### src/rtl/scan_dff_bank_rs.sv
// Mux-scan register bank with asynchronous reset and synchronous preset.
// It has a parallel load, a serial shift chain SI -> Q[0] -> ... -> Q[WIDTH-1] -> SO,
// and a shift counter that raises SCAN_DONE for one cycle after each full chain pass.
module scan_dff_bank_rs #(
    parameter int unsigned      WIDTH   = 8,
    parameter logic [WIDTH-1:0] RST_VAL = '0,
    parameter logic [WIDTH-1:0] SET_VAL = '1,
    parameter int unsigned      CW      = $clog2(WIDTH)
) (
    input  logic             CLK,
    input  logic             RN,
    input  logic             SETN,
    input  logic             SE,
    input  logic             SI,
    input  logic             EN,
    input  logic [WIDTH-1:0] D,
    output logic [WIDTH-1:0] Q,
    output logic             SO,
    output logic [CW-1:0]    SHIFT_CNT,
    output logic             SCAN_DONE
);

    localparam logic [CW-1:0] CNT_LAST = CW'(WIDTH - 1);

    logic [WIDTH-1:0] q_d, q_q;
    logic [CW-1:0]    cnt_d, cnt_q;
    logic             done_d, done_q;
    logic             cnt_wrap;
    logic             shift_act;
    logic [WIDTH-1:0] q_shift;

    // Next state; the ternary form lets X on the control inputs reach Q in simulation.
    always_comb begin
        q_d       = q_q;
        cnt_d     = '0;
        done_d    = 1'b0;
        q_shift   = {q_q[WIDTH-2:0], SI};
        cnt_wrap  = (cnt_q == CNT_LAST);
        shift_act = SETN & SE;

        q_d    = !SETN ? SET_VAL :
                 SE    ? q_shift :
                 EN    ? D       : q_q;
        cnt_d  = shift_act ? (cnt_wrap ? '0 : cnt_q + CW'(1)) : '0;
        done_d = shift_act & cnt_wrap;
    end

    // State registers with asynchronous active-low reset.
    always_ff @(posedge CLK or negedge RN) begin
        if (!RN) begin
            q_q    <= RST_VAL;
            cnt_q  <= '0;
            done_q <= 1'b0;
        end else begin
            q_q    <= q_d;
            cnt_q  <= cnt_d;
            done_q <= done_d;
        end
    end

    // Drive the outputs; SO is taken straight from the last flop with no extra stage.
    always_comb begin
        Q         = q_q;
        SO        = q_q[WIDTH-1];
        SHIFT_CNT = cnt_q;
        SCAN_DONE = done_q;
    end

endmodule

### config.mk
export PLATFORM = sky130hd
export DESIGN_NAME = scan_dff_bank_rs
export DESIGN_NICKNAME = d
export VERILOG_FILES = /design/src/rtl/scan_dff_bank_rs.sv
export SDC_FILE = /design/constraint.sdc
export NUM_CORES = 1
export LEC_CHECK = 0
export ABC_AREA = 1
export CORE_MARGIN = 3
export CORE_UTILIZATION = 40
export DETAILED_ROUTE_END_ITERATION = 12
export PLACE_DENSITY = 0.87
export SLEW_MARGIN = 5
export SYNTH_ARGS = -nofsm -noshare
export SYNTH_HDL_FRONTEND = slang
export SYNTH_SLANG_ARGS = --single-unit
export TNS_END_PERCENT = 20
### constraint.sdc
create_clock -name CLK -period 1.78 [get_ports CLK]
set_input_delay 0.445 -clock CLK [delete_from_list [all_inputs] [get_ports CLK]]
set_output_delay 0.445 -clock CLK [all_outputs]
set_load 0.05 [all_outputs]
==> metrics <==
die height 45.1 um; Layout area overhead 42.6%; Slew Limit Fails 0; Crit Path Category in -> reg; period utilization 0.774; Hold Crit Depth 1; final hold viol count 0; r2r startpoint SHIFT_CNT[0]$_DFF_PN0_; yosys warns 0; 1st-iter DRT viols 16; clk_skew 0.00756 ns; layout cells sized above 1 0.219; Seq/Total Area, Yosys 0.492; worst slack at placement 0.119 ns; worst setup margin 0.402 ns; TritonCTS clock tree yes; Slew @ Worst Pin 0.545 ns; final core utilization 0.637; Hold Crit Class reg -> reg; worst r2r path cells 4; worst slew margin relative to its limit 0.636; crit path max fanout 10; first-pass GRT wire length 2150 um; GR Overflow Total 0; via count 569; Fin Hold WS 0.496 ns; Setup crit end kind flip-flop; WL/cell 11.3 um; Final Power 0.730 mW; placed insts 116; P_sw 0.240 mW; drt pass-1 iters 4; Root Buffer clkbuf_4; area leader, netlist dfrtp_1; final instance area 871 sq um; Worst setup SP type primary input; chip width 45.1 um; status finished, final reports clean; largest net degree at the start of global routing 13; CP required 1.94 ns; proportion of power drawn by combinational gates 0.285; Antenna Cells 0; sequential power share 0.422; clk_lat worst skew 0.27 ns; maximum vdd drop 0.000577 V; CORE AREA 1370 sq um; drt total wl 1360 um; RR Endpoint SHIFT_CNT[2]$_DFF_PN0_; setup TNS 0 ns; dpl hpwl 1070 um; total track usage 0.147; cell types occupying the most area after synthesis dfrtp_1 49%, nand2_1 25%, nand3_1 6.6%; Final min period 1.38 ns; Syn Area/Cell 7.93 sq um; total of max-cap violations 0; IO buf count 26; Starting Density 0.447; pwr dens 839 nW/um^2; Synth Cell Area 611 sq um; crit path DAT 1.54 ns; clock sink count 12; nets@finish 122; vias in the first global route 504; total area of sequential cells 300 sq um; area of the multi-input gates 258 sq um; cell count after synthesis 77; Sw Ratio 0.329; placed instance area 835 sq um; syn_nets 93; Clock power frac 0.293; post_cts resized 0; Int Pwr 0.490 mW; Worst Hold Launch SHIFT_CNT[0]$_DFF_PN0_; antenna violations before repair 0; reg2reg setup slack 0.65 ns; Setup Fix Bufs, Post-CTS 0; Site Rows 13; Placer Congestion 0.782; # fillers 122; DRC Markers 0; Ports 27; H-tree depth 1; RSZ-0062 raised after global routing no; Final ANT Viol Nets 0; die area 2030 sq um; top cell type's share of synthesized area 0.492; setup violators final 0; Non-Filler Instances 120; synthesis-stage register bit count 12; Hold Path End SHIFT_CNT[0]$_DFF_PN0_; Hold-fix buffers, CTS 0; drt via density 4.74; CTS buffer count 3; Leak Pwr 0.461 nW; Max Freq 726 MHz; count of cell types in the netlist 13; clock buffer depth 2; clk slew on worst S/H paths 0.08 ns
==> worst max-delay path, cell delays in order <==
cell and delay (ns):
clkdlybuf4s50_1 0.61, nand2_4 0.22, clkinv_2 0.13, nand2_1 0.08, nand2_1 0.05
==> state kept, by name, indices dropped and copies added, names as in the netlist <==
name,count
SHIFT_CNT,3
SCAN_DONE,1
Q,8
==> power groups by stage <==
stage | Combinational [mW] | Clock, mW | Sequential, mW
after floorplan | 0.0635 | 0 | 0.382
after global placement | 0.208 | 0 | 0.314
after detailed placement | 0.210 | 0 | 0.314
after CTS | 0.210 | 0.217 | 0.309
after global routing | 0.224 | 0.229 | 0.312
final | 0.208 | 0.214 | 0.308
==> Yosys cell counts <==
master	n
buf_4	1
buf_6	2
clkinv_2	1
dfrtp_1	12
ha_1	2
inv_1	3
inv_4	1
nand2_1	41
nand2_4	1
nand3_1	8
nor2_1	3
nor2_2	1
nor3_2	1
==> cell families (layout without fill, tap and decap cells) <==
| kind of cell | count (synthesis) | count (layout) | synth area share |
|---|---|---|---|
| and+or+nand+nor | 55 | 55 | 0.381 |
| DFF | 12 | 12 | 0.492 |
| adders and majority gates | 2 | 2 | 0.0410 |
| buffers and inverters | 8 | 36 | 0.0861 |
==> per-layer routing <==
layer  part of all wire  global-route usage  routed length, um  vias to the layer above
met5                  0                   0                  0                        -
li1                   -                   -                  -                      293
met1               0.44               0.190                596                      249
met4             0.0088              0.0702                 12                        0
met3               0.11              0.0359                147                        2
met2               0.44               0.229                601                       25
==> layout make-up <==
| class | instances | area share |
|---|---|---|
| sequential | 12 | 0.345 |
| inverter | 5 | 0.0259 |
| clock buffer | 4 | 0.0417 |
| timing repair buffer | 27 | 0.270 |
| tap | 15 | 0.0216 |
| multi-input combinational | 57 | 0.296 |
==> layout by cell type, fill, tap and decap left out, drive strengths merged <==
master         count
nand2             42
buf               14
clkdlybuf4s50     13
dfrtp             12
nand3              8
inv                4
nor2               4
clkbuf             4
ha                 2
nor3               1
clkinv             1
==> worst max-delay path by stage <==
stage | to | from | cells past startpoint | slack (ns)
after global routing | Q[6]$_DFFE_PN0P_ | SETN | 5 | 0.31
after global placement | Q[2]$_DFFE_PN0P_ | SETN | 5 | 0.17
final | Q[1]$_DFFE_PN0P_ | SETN | 5 | 0.40
after CTS | Q[1]$_DFFE_PN0P_ | SETN | 5 | 0.41
after detailed placement | Q[4]$_DFFE_PN0P_ | SETN | 5 | 0.12
after floorplan | Q[7] | Q[7]$_DFFE_PN0P_ | 1 | 0.43
(Power assumes the default switching activity.)
